==> src/rtl/dmem_pkg.sv <==
// dmem_pkg: shared definitions for the data-memory arbiter.
//   state_e - arbiter FSM encoding (idle, M access in flight, DMA access in flight)
//   AddrW   - word address width of the data-memory bus
//   DataW   - data width of the data-memory bus
package dmem_pkg;

  localparam int unsigned AddrW = 30;
  localparam int unsigned DataW = 32;

  typedef enum logic [1:0] {
    IDLE   = 2'd0,
    M_BUSY = 2'd1,
    D_BUSY = 2'd2
  } state_e;

endpackage

==> src/rtl/dmem_starve_ctr.sv <==
// dmem_starve_ctr: saturating count of M grants taken while DMA was waiting.
//   clk_i, rst_ni - clock and asynchronous active-low reset
//   inc_i         - M grant while DMA waits (saturates at Limit)
//   clr_i         - DMA grant, or M grant with no DMA waiting (wins over inc_i)
//   at_limit_o    - count has reached Limit; DMA must win the next grant
module dmem_starve_ctr #(
  parameter int unsigned Limit = 8
) (
  input  logic clk_i,
  input  logic rst_ni,
  input  logic inc_i,
  input  logic clr_i,
  output logic at_limit_o
);

  localparam int unsigned CntW = $clog2(Limit + 1);
  localparam logic [CntW-1:0] LimitC = CntW'(Limit);

  logic [CntW-1:0] cnt_q, cnt_d;

  always_comb begin
    cnt_d = cnt_q;
    if (clr_i) begin
      cnt_d = '0;
    end else if (inc_i && (cnt_q != LimitC)) begin
      cnt_d = cnt_q + CntW'(1);
    end
  end

  always_ff @(posedge clk_i or negedge rst_ni) begin
    if (!rst_ni) begin
      cnt_q <= '0;
    end else begin
      cnt_q <= cnt_d;
    end
  end

  assign at_limit_o = (cnt_q == LimitC);

endmodule

==> src/rtl/dmem_arbiter.sv <==
// dmem_arbiter: shares the data-memory bus between the M-stage load/store path
// and a DMA requester, one registered request/acknowledge access at a time.
//   clock, reset          - clock and asynchronous active-low reset
//   M_*  (in)             - M-stage access fields; M_Hold = stage frozen elsewhere
//   M_Stall, M_ReadData   - memory-stage stall and registered load data
//   D_*  (in)             - DMA access fields; D_Req held until D_Ack
//   D_Ack, D_ReadData     - one-cycle DMA completion pulse and registered read data
//   Mem_* (out)           - registered bus request and fields
//   Mem_Ack, Mem_ReadData - bus completion and read data
module dmem_arbiter
  import dmem_pkg::*;
#(
  parameter int unsigned STARVE_LIMIT = 8
) (
  input  logic             clock,
  input  logic             reset,
  input  logic             M_Req,
  input  logic             M_Write,
  input  logic [AddrW-1:0] M_Addr,
  input  logic [DataW-1:0] M_WriteData,
  input  logic [3:0]       M_ByteEn,
  input  logic             M_Hold,
  output logic             M_Stall,
  output logic [DataW-1:0] M_ReadData,
  input  logic             D_Req,
  input  logic             D_Write,
  input  logic [AddrW-1:0] D_Addr,
  input  logic [DataW-1:0] D_WriteData,
  input  logic [3:0]       D_ByteEn,
  output logic             D_Ack,
  output logic [DataW-1:0] D_ReadData,
  output logic             Mem_Req,
  output logic             Mem_Write,
  output logic [AddrW-1:0] Mem_Addr,
  output logic [DataW-1:0] Mem_WriteData,
  output logic [3:0]       Mem_ByteEn,
  input  logic             Mem_Ack,
  input  logic [DataW-1:0] Mem_ReadData
);

  state_e           state_q, state_d;
  logic             mem_req_q, mem_req_d;
  logic             mem_write_q, mem_write_d;
  logic [AddrW-1:0] mem_addr_q, mem_addr_d;
  logic [DataW-1:0] mem_wdata_q, mem_wdata_d;
  logic [3:0]       mem_be_q, mem_be_d;
  logic [DataW-1:0] m_rdata_q, m_rdata_d;
  logic [DataW-1:0] d_rdata_q, d_rdata_d;
  logic             m_done_q, m_done_d;
  logic             d_pend_q, d_pend_d;
  logic             d_ack_q, d_ack_d;

  logic m_elig, d_elig, grant_m, grant_d, at_limit;

  // A finished DMA access keeps D_Req high until its D_Ack; d_pend blocks
  // that stale request from being granted again or counted as waiting.
  assign m_elig = M_Req & ~m_done_q;
  assign d_elig = D_Req & ~d_pend_q;

  always_comb begin
    state_d     = state_q;
    mem_req_d   = mem_req_q;
    mem_write_d = mem_write_q;
    mem_addr_d  = mem_addr_q;
    mem_wdata_d = mem_wdata_q;
    mem_be_d    = mem_be_q;
    m_rdata_d   = m_rdata_q;
    d_rdata_d   = d_rdata_q;
    grant_m     = 1'b0;
    grant_d     = 1'b0;
    // m_done survives only while the pipeline is frozen by another source.
    m_done_d    = m_done_q & M_Hold;
    // Completion -> pend for one cycle -> D_Ack pulse while still pending.
    d_ack_d     = d_pend_q & ~d_ack_q;
    d_pend_d    = d_pend_q & ~d_ack_q;

    unique case (state_q)
      IDLE: begin
        if (m_elig && (!d_elig || !at_limit)) begin
          grant_m     = 1'b1;
          state_d     = M_BUSY;
          mem_req_d   = 1'b1;
          mem_write_d = M_Write;
          mem_addr_d  = M_Addr;
          mem_wdata_d = M_WriteData;
          mem_be_d    = M_ByteEn;
        end else if (d_elig) begin
          grant_d     = 1'b1;
          state_d     = D_BUSY;
          mem_req_d   = 1'b1;
          mem_write_d = D_Write;
          mem_addr_d  = D_Addr;
          mem_wdata_d = D_WriteData;
          mem_be_d    = D_ByteEn;
        end
      end
      M_BUSY: begin
        if (Mem_Ack) begin
          state_d   = IDLE;
          mem_req_d = 1'b0;
          m_rdata_d = Mem_ReadData;
          m_done_d  = 1'b1;
        end
      end
      D_BUSY: begin
        if (Mem_Ack) begin
          state_d   = IDLE;
          mem_req_d = 1'b0;
          d_rdata_d = Mem_ReadData;
          d_pend_d  = 1'b1;
        end
      end
      default: begin
        state_d   = IDLE;
        mem_req_d = 1'b0;
      end
    endcase
  end

  always_ff @(posedge clock or negedge reset) begin
    if (!reset) begin
      state_q     <= IDLE;
      mem_req_q   <= 1'b0;
      mem_write_q <= 1'b0;
      mem_addr_q  <= '0;
      mem_wdata_q <= '0;
      mem_be_q    <= '0;
      m_rdata_q   <= '0;
      d_rdata_q   <= '0;
      m_done_q    <= 1'b0;
      d_pend_q    <= 1'b0;
      d_ack_q     <= 1'b0;
    end else begin
      state_q     <= state_d;
      mem_req_q   <= mem_req_d;
      mem_write_q <= mem_write_d;
      mem_addr_q  <= mem_addr_d;
      mem_wdata_q <= mem_wdata_d;
      mem_be_q    <= mem_be_d;
      m_rdata_q   <= m_rdata_d;
      d_rdata_q   <= d_rdata_d;
      m_done_q    <= m_done_d;
      d_pend_q    <= d_pend_d;
      d_ack_q     <= d_ack_d;
    end
  end

  dmem_starve_ctr #(
    .Limit (STARVE_LIMIT)
  ) u_starve_ctr (
    .clk_i      (clock),
    .rst_ni     (reset),
    .inc_i      (grant_m & d_elig),
    .clr_i      (grant_d | (grant_m & ~d_elig)),
    .at_limit_o (at_limit)
  );

  assign M_Stall       = M_Req & ~m_done_q;
  assign M_ReadData    = m_rdata_q;
  assign D_Ack         = d_ack_q;
  assign D_ReadData    = d_rdata_q;
  assign Mem_Req       = mem_req_q;
  assign Mem_Write     = mem_write_q;
  assign Mem_Addr      = mem_addr_q;
  assign Mem_WriteData = mem_wdata_q;
  assign Mem_ByteEn    = mem_be_q;

endmodule

==> config.mk <==
export PLATFORM = sky130hd
export DESIGN_NAME = dmem_arbiter
export DESIGN_NICKNAME = d
export VERILOG_FILES = /design/src/rtl/dmem_pkg.sv /design/src/rtl/dmem_starve_ctr.sv /design/src/rtl/dmem_arbiter.sv
export SDC_FILE = /design/constraint.sdc
export NUM_CORES = 1
export LEC_CHECK = 0
export ABC_AREA = 1
export CAP_MARGIN = 40
export CORE_MARGIN = 3
export CORE_UTILIZATION = 30
export CTS_CLUSTER_SIZE = 25
export DETAILED_ROUTE_END_ITERATION = 10
export PLACE_DENSITY = 0.58
export SYNTH_ARGS = -nofsm -noshare
export SYNTH_HDL_FRONTEND = slang
export SYNTH_SLANG_ARGS = --single-unit
==> constraint.sdc <==
create_clock -name clock -period 2.2 [get_ports clock]
set_input_delay 0.44 -clock clock [delete_from_list [all_inputs] [get_ports clock]]
set_output_delay 0.44 -clock clock [all_outputs]
set_load 0.02 [all_outputs]
# ---- After elaboration in Yosys (flattened, before gate mapping)
# Cells that the tools add are included.
dict set report totals {
  output_inout_bits 134
  wordCells 70
  input_bits 172
  regBits 141
}
dict set report classes {
  n_reduce_logical 13
  mux 27
  bitwise_logic 11
  eq_ne 6
  add_sub_neg 1
}
# cell n
set op_table {}
lappend op_table {{$mux W32} 2}
lappend op_table {{$mux W30} 2}
lappend op_table {{$mux W4} 4}
lappend op_table {{$mux W1} 14}
lappend op_table {{$reduce_and A2 Y1} 4}
lappend op_table {{$and A1 B1 Y1} 6}
lappend op_table {{$mux W2} 3}
lappend op_table {{$add A4 B1 Y4 const B} 1}
lappend op_table {{$eq A4 B4 Y1 const B} 1}
lappend op_table {{$ne A4 B4 Y1 const B} 1}
lappend op_table {{$not A1 Y1} 4}
lappend op_table {{$pmux W2 S2} 1}
lappend op_table {{$reduce_bool A2 Y1} 2}
lappend op_table {{$ne A3 B3 Y1 const B} 1}
lappend op_table {{$eq A2 B1 Y1 const B} 1}
lappend op_table {{$eq A2 B2 Y1 const B} 1}
lappend op_table {{$logic_and A1 B1 Y1} 2}
lappend op_table {{$logic_not A1 Y1} 2}
lappend op_table {{$logic_not A2 Y1} 1}
lappend op_table {{$ne A2 B1 Y1 const B} 1}
lappend op_table {{$pmux W1 S2} 1}
lappend op_table {{$reduce_or A2 Y1} 1}
lappend op_table {{$logic_or A1 B1 Y1} 1}
lappend op_table {{$or A1 B1 Y1} 1}

# ---- Logic depth before layout (Yosys ltp)
# Gate-level depths: netlist (run 1).
dict set report depth {
  depth_word 11
  mapped_depth 11
  depth_no_buf 9
}

# ---- Hierarchy
# From an unflattened synthesis (run 1), not the netlist that was laid out.
dict set report unflattened {
  hier_cells 881
  hier_area_um2 6672.6
}
# module instances cells_each seq_area_each_um2 area_each_um2
set by_module_without_submodules {}
lappend by_module_without_submodules {dmem_arbiter 1 852 3428.3 6443.7}
lappend by_module_without_submodules {dmem_starve_ctr 1 29 100.1 229.0}

# ---- Least setup slack after synthesis (run 1)
# OpenSTA, ideal clock, no wires.
dict set report synth_timing {
  path_type {input -> output}
  from {in M_Req}
  to {out M_Stall}
  t_arrival_ps 1025
  t_required_ps 1760
  path_stages 3
  setup_slack_ps 735
  n_path_buf 1
  cell_sequence {inv_2 -> nor2_4 -> buf_1}
}
dict set report synth_via {
  elab_chain_len 1
}
# item line
set synth_rtl {}
lappend synth_rtl {{from (decl)} dmem_arbiter.sv:17} ;# input logic M_Req,
lappend synth_rtl {{$and A1 B1 Y1} dmem_arbiter.sv:158} ;# assign M_Stall = M_Req & ~m_done_q;
lappend synth_rtl {{to (decl)} dmem_arbiter.sv:23} ;# output logic M_Stall,
# No other way between the ends.

# ---- Final worst setup path (run 1)
# Ends and elaborated chain as after synthesis.

==> results of run 1 <==
critical path, delay by kind of cell:
kind	cells	cell delay, ps
and+or+nand+nor	1	80
buffers and inverters	3	940
what timing repair did:
action                                  in CTS  in global routing
endpoints found under the hold margin       29                  0
gates resized for setup                      1                  0
hold buffers                                 1                  0
endpoints found under the setup margin       1                  0
cell type report:
cell class | instances | area (µm²) | share of cell area
Antenna cell | 1 | 2.50 | 0.000233
Clock inverter | 15 | 175 | 0.0163
Sequential cell | 141 | 3530 | 0.328
Inverter | 180 | 676 | 0.0628
Tap cell | 280 | 350 | 0.0326
Clock buffer | 17 | 425 | 0.0396
Multi-Input combinational cell | 511 | 2260 | 0.210
Timing Repair Buffer | 324 | 3340 | 0.310
final timing paths:
path                                            start             end  slack (ps)  cells past startpoint
worst max-delay path                            M_Req         M_Stall         290                      4
worst min-delay path                            D_Ack           D_Ack         460                      1
worst max register to register  u_starve_ctr.cnt_q[0]     Mem_Addr[7]         430                      9
worst min register to register                  D_Ack           D_Ack         460                      1
max in group asynchronous                       reset     Mem_Addr[7]        1080                      3
min in group asynchronous                       reset  D_ReadData[14]         480                      2
metal layers:
| layer | up-vias | wire length, µm |
|---|---|---|
| li1 | 3253 | - |
| met1 | 2784 | 9030 |
| met2 | 225 | 9700 |
| met3 | 22 | 1800 |
| met4 | 0 | 432 |
| met5 | - | 0 |
cell families (layout without fill, tap and decap cells):
family                     after synthesis  count (layout)  share of synthesized area
AOI/OAI and AO/OA                       70              70                     0.0521
DFF                                    141             141                      0.525
adders and majority gates                5               5                    0.00931
and+or+nand+nor                        435             435                      0.273
buffers and inverters                  229             536                      0.139
xor gates and xnor gates                 1               1                    0.00130
other                                    0               1                          0
report_power, final:
| group | total (mW) | internal, mW | switching [mW] |
|---|---|---|---|
| sequential | 4.51 | 3.83 | 0.680 |
| clock | 2.95 | 1.71 | 1.24 |
| combinational | 7.21 | 3.27 | 3.94 |
registers in the layout, summed over array words and instances, names as in the netlist:
| signal | flops |
|---|---|
| m_done_q | 1 |
| u_starve_ctr.cnt_q | 4 |
| D_ReadData | 32 |
| M_ReadData | 32 |
| D_Ack | 1 |
| Mem_WriteData | 32 |
| Mem_ByteEn | 4 |
| Mem_Addr | 30 |
| Mem_Write | 1 |
| Mem_Req | 1 |
| state_q | 2 |
| d_pend_q | 1 |
per-stage QoR:
stage               setup TNS, ps  power (mW)  hold WS [ps]   util  setup slack, ps
floorplan                       0        8.14           144      -              735
global placement           -0.429        11.8           346  0.463           -0.429
CTS                             0        14.9           458  0.491              257
finish                          0        14.7           456  0.491              291
global route                    0        15.7           483  0.491              242
detailed placement          -6.00        11.9           343  0.463            -4.64
cell usage in the layout, fill, tap and decap left out, drive strengths merged:
cell type	netlist	final
buf	34	19
bufinv	0	2
clkbuf	15	17
clkdlybuf4s50	0	303
clkinv	0	2
clkinvlp	0	2
dfrtp	141	141
diode	0	1
dlygate4sd2	0	1
dlygate4sd3	0	1
ha	5	5
inv	180	189
nand2	286	286
nand3	141	141
nand3b	1	1
nand4	1	1
nor2	6	6
o21ai	70	70
xor2	1	1
==> metrics.md, run 1 <==
| Metric | Value |
|---|---|
| Tmin final | 1910 ps |
| Clk buf depth | 2 |
| Setup CP Type | in2out |
| Sink Count | 141 |
| Final net count | 1352 |
| Worst Tran Pin Value | 451 ps |
| Area after DPL | 10100 µm² |
| Post-Synthesis Net Count | 1058 |
| Worst endpoint required time | 1760 ps |
| Largest net degree at the start of global routing | 70 |
| First-pass GRT wire length | 32800 µm |
| Crit path cell chain | clkdlybuf4s50_1 > inv_2 > nor2_4 > dlygate4sd2_1 |
| CP Launch Type | input pin |
| Final Hold Viols | 0 |
| Top Usage Layer GRT | met2 |
| Postcts setup bufs | 0 |
| Number of flops mapped to enable cells by yosys | 0 |
| WL final | 21000 µm |
| Final Skew | 8.34 ps |
| # IOs | 306 |
| CTS clk-pin slew, worst paths | 60 ps |
| # DRC | 0 |
| GR Layer Usage met2 | 0.268 |
| Core ar. | 21900 µm² |
| Drt pass-1 iters | 4 |
| # rows | 54 |
| Cell taking the most area after synthesis | dfrtp_1 |
| Syn Inst Count | 881 |
| Die height | 156 µm |
| Hold Crit Class | reg2reg |
| Die area | 24200 µm² |
| Port Buffers | 305 |
| DR WL/cell | 14.3 µm |
| Rel. slew slack | 0.699 |
| Distinct cell type count after synthesis | 20 |
| Ys async rst share | 1.00 |
| Maximum VDD drop | 0.501 mV |
| Met1 Use GR | 0.219 |
| Fin crit share | 0.868 |
| Starting Density | 0.307 |
| Clk Latency, worst-skew pair | 420 ps |
| Register area share after synthesis | 0.525 |
| Fillers | 2208 |
| Worst Path Max Fanout | 2 |
| Max-Cap Viols | 0 |
| Vias in the first global route | 6038 |
| Critical Path End Type | output port |
| Main synth FF type | dfrtp_1 |
| Number of synthesized register bits | 141 |
| Worst EP arrival | 1470 ps |
| Crit path max-delay cell type | clkdlybuf4s50_1 |
| First DRT Iteration DRCs | 337 |
| Htree depth | 4 |
| Area delta synth->final | 60.0% |
| Post-DP HPWL | 15200 µm |
| Largest stage delay on the critical path | 510 ps |
| Most numerous cell in the Yosys netlist | nand2_1 |
| Cell area after layout | 10800 µm² |
| Max-slew violations | 0 |
| PwrDens | 1360 nW/µm² |
| CTS tree | done |
| Antenna violations before repair | 1 |
| Status | finished, final reports clean |
| Final Wtd Congestion | 0.804 |
| Non-filler cells in the finished layout | 1469 |
| Syn Std Cell Area | 6720 µm² |
| Placed Instances | 1435 |
| Area contributors post-synth | dfrtp_1, nand2_1, nand3_1 |
| Warnings, synthesis | 0 |
| Total Routing Usage GR | 0.170 |
| DR vias | 6284 |
| Number of routed nets with antenna violations | 0 |
| CTS Buf Count | 17 |
| Final setup viols | 0 |
| Syn Area/Cell | 7.63 µm² |
| Fmax | 524 MHz |
| Root buf cell | clkbuf_16 |
| Met3 Use GR | 0.0599 |
| Vias/cell | 4.28 |
| RSZ-0062 raised after global routing | no |
| Area share of the largest cell type after synthesis | 0.525 |
| Synth cell count leaders | nand2_1, inv_1, dfrtp_1, nand3_1, o21ai_0 |
| Gr ovfl total | 0 |
| Static Leak | 5.53 nW |
| Chip width | 156 µm |
| Layout cells sized above 1 | 0.0513 |
Note: power is estimated with default switching activity, not from simulation.
==> run 2: changes to the inputs <==
- ABC_AREA: 1 -> default
- PLACE_DENSITY: 0.58 -> 0.61
==> run 2 against run 1 <==
Effect of this change:
- cell count down 32%
- synthesized cell count down 53%
- power up 1.9%
- design area down 7.8%
- routed wire length down 6.9%
- sequential share of layout area up 2.8 points
- worst hold slack worse by 17 ps
- die area down 12%
- global-route usage up 1.0 points
- non-clock buffer count down 7
- utilization up 3.0 points
- critical endpoint unchanged
- largest cell class unchanged
- highest routed layer unchanged
==> metrics.md, run 2 <==
| Metric | Value |
|---|---|
| Final net count | 900 (-33%) |
| Final worst setup slack | 63.8 ps (-227 ps) |
| Chip width | 146 µm (-5.9%) |
| Synth Area in Compound Gates | 0.144 (+0.0923) |
| Syn Area/Cell | 14.3 µm² (+87%) |
| CTS clk-pin slew, worst paths | 60 ps (about the same) |
| Postcts setup bufs | 0 (unchanged) |
| PwrDens | 1510 nW/µm² (+11%) |
| FF/Latch Area | 3530 µm² (unchanged) |
| Gates resized, CTS repair | 0 (-1) |
| Worst endpoint required time | 1760 ps (about the same) |
| DR vias | 4768 (-24%) |
| Final setup viols | 0 (unchanged) |
| First-pass GRT wire length | 30400 µm (-7.5%) |
| Vias/cell | 4.78 (+12%) |
| Starting Density | 0.311 (+0.00407) |
| Fillers | 1689 (-24%) |
| Power share of the combinational group | 0.506 (+0.015) |
| Drt pass-1 iters | 4 (unchanged) |
| CTS Buf Count | 17 (unchanged) |
| Cell taking the most area after synthesis | dfrtp_1 |
| Final Hold Viols | 0 (unchanged) |
| Register area share after synthesis | 0.596 (+0.0714) |
| Dpl ws | 46.2 ps (+50.8 ps) |
| CP Launch Type | input pin |
| Maximum VDD drop | 0.859 mV (+71%) |
| Hold Crit Class | reg2reg |
| Sw frac | 0.363 (-0.0358) |
| Min-Delay Path Depth | 1 (unchanged) |
| Origin of the critical flop-to-flop path | state_q[0] |
| Core ar. | 19000 µm² (-13%) |
| Post-Synth XOR/XNOR Area | 0 (-0.00130) |
| Number of synthesized register bits | 141 (unchanged) |
| Commonest non-fill, non-tap cell in the layout | clkdlybuf4s50_1 |
| Simple logic cell fraction of the synthesized area | 0.0952 (-0.178) |
| Antenna violations before repair | 0 (-1) |
| Final Wtd Congestion | 0.773 (-3.8%) |
| Port Buffers | 305 (unchanged) |
| Die height | 146 µm (-5.9%) |
| Synth cell count leaders | dfrtp_1, nand2b_1, o221a_1 |
| Worst Tran Pin Value | 396 ps (-54.7 ps) |
| Hold Crit Start | D_Ack |
| Vias in the first global route | 5168 (-14%) |
| Clk buf depth | 2 (unchanged) |
| Worst reg-to-reg setup slack | 430 ps (about the same) |
| Max-slew violations | 0 (unchanged) |
| Layout cells sized above 1 | 0.155 (+0.104) |
| Clk Latency, worst-skew pair | 410 ps (about the same) |
| Number of routed nets with antenna violations | 0 (unchanged) |
| P_sw | 5.44 mW (-7.2%) |
| Area after DPL | 9310 µm² (-8.2%) |
| Reg power frac | 0.302 (-0.005) |
| Warnings, synthesis | 0 (unchanged) |
| # DRC | 0 (unchanged) |
| CTS tree | done |
| Area share of the largest cell type after synthesis | 0.596 (+0.0714) |
| Reg-to-reg endpoint | Mem_WriteData[27] |
| Post-DP HPWL | 13900 µm (-8.6%) |
| # rows | 50 (-7.4%) |
| Commonest non-fill, non-tap cells in the layout | clkdlybuf4s50_1, dfrtp_1, nand2b_1 |
| Fmax | 468 MHz (-11%) |
| Sink Count | 141 (unchanged) |
| Syn Inst Count | 414 (-53%) |
| Clock Power Share | 0.192 (-0.009) |
| Status | finished, final reports clean |
| Largest net degree at the start of global routing | 72 (+2.9%) |
| Die area | 21400 µm² (-12%) |
| Static Leak | 3.93 nW (-29%) |
| Area delta synth->final | 67.6% |
| Root buf cell | clkbuf_16 |
| Area contributors post-synth | dfrtp_1, o221a_1, mux2_2 |
| # IOs | 306 (unchanged) |
| Fin crit share | 0.971 (+0.103) |
| Power Total | 15.0 mW (+1.9%) |
| Final setup TNS | 0 ps (unchanged) |
| Combinational family with the most area after synthesis | compound AO/OA/AOI/OAI gates |
| Number of flops mapped to enable cells by yosys | 0 (unchanged) |
| WL final | 19500 µm (-6.9%) |
| Int Pwr | 9.52 mW (+8.0%) |
| RSZ-0062 raised after global routing | no |
| Gr ovfl total | 0 (unchanged) |
| DR WL/cell | 19.6 µm (+37%) |
| Syn Std Cell Area | 5920 µm² (-12%) |
| Total Routing Usage GR | 0.180 (+0.0101) |
| Ys async rst share | 1.00 (unchanged) |
| Setup CP Type | in2out |
| Htree depth | 4 (unchanged) |
| Final Skew | 12.2 ps (+3.82 ps) |
| Cell area after layout | 9910 µm² (-7.8%) |
| R2R cell count | 5 (-4) |
| Tmin final | 2140 ps (+227 ps) |
| Most numerous cell in the Yosys netlist | dfrtp_1 |
| Main synth FF type | dfrtp_1 |
| Rel. slew slack | 0.736 (+0.0364) |
| Hold EP | D_Ack |
| Critical Path End Type | output port |
| Synth Area in Adders | 0.0106 (+0.00127) |
| Max-Cap Viols | 0 (unchanged) |
| Worst Path Max Fanout | 2 (unchanged) |
| Footprint of the multi-input gates | 2210 µm² (-2.3%) |
| Mux share of post-synthesis cell area | 0.122 (+0.122) |
| Worst EP arrival | 1700 ps (+230 ps) |
| First DRT Iteration DRCs | 181 (-46%) |
| Post-Synthesis Net Count | 591 (-44%) |
| Distinct cell type count after synthesis | 29 (+45%) |
## run 2: final cells by class
class | instances | share of cell area
repair buffers | 317 | 0.326
flip-flops and latches | 141 | 0.356
multi-input cells | 240 | 0.223
clock buffers | 18 | 0.0433
well taps | 260 | 0.0328
clock inverters | 14 | 0.0160
inverters | 6 | 0.00252
diodes | 1 | 0.000252
## run 2: stage by stage
stage | util | hold slack [ps] | instances
5_1_grt | 0.521 | 470 | 996
3_3_place_gp | 0.490 | 343 | 963
4_1_cts | 0.521 | 442 | 996
6_report | 0.521 | 439 | 997
3_5_place_dp | 0.490 | 347 | 963
2_1_floorplan | - | 144 | 414
## run 2: cells by family (layout without fill, tap and decap cells)
group / after synthesis / count (layout)
mux: 64 / 64
flops: 141 / 141
buf+inv: 33 / 355
compound gates: 82 / 82
other cells: 0 / 1
fa+ha+maj: 5 / 5
simple gates: 89 / 89
## run 2: how the worst max path moves through the flow
| stage | from | end | slack [ps] | cells after the start |
|---|---|---|---|---|
| 6_report | M_Req | M_Stall | 60 | 4 |
| 2_1_floorplan | state_q[0] | Mem_Addr[23] | 610 | 6 |
| 3_5_place_dp | M_Req | M_Stall | 50 | 4 |
| 4_1_cts | M_Req | M_Stall | 40 | 4 |
| 5_1_grt | M_Req | M_Stall | 30 | 4 |
| 3_3_place_gp | M_Req | M_Stall | 30 | 4 |
## run 2: metal layers
metal | wire length [µm] | global-route usage | part of all wire
met5 | 0 | 0 | 0
met4 | 262 | 0.0437 | 0.013
met3 | 1840 | 0.0779 | 0.094
met2 | 9750 | 0.305 | 0.50
met1 | 7660 | 0.212 | 0.39
## run 2: worst max-delay path, stage by stage
cell,delay [ps]
clkdlybuf4s50_1,520
nand2b_4,80
inv_4,50
clkdlybuf4s50_1,600
## run 2: timing repair
item,in CTS,in global routing
setup endpoints to repair,0,0
endpoints found under the hold margin,27,0
hold buffers,1,0
## run 2: power by group through the flow
stage / Clock, mW / Sequential, mW / Combinational (mW)
after floorplan: 0 / 5.98 / 2.52
after global placement: 0 / 4.48 / 7.53
after detailed placement: 0 / 4.54 / 7.64
after CTS: 2.96 / 4.52 / 7.70
after global routing: 3.08 / 4.67 / 8.04
final: 2.87 / 4.51 / 7.57
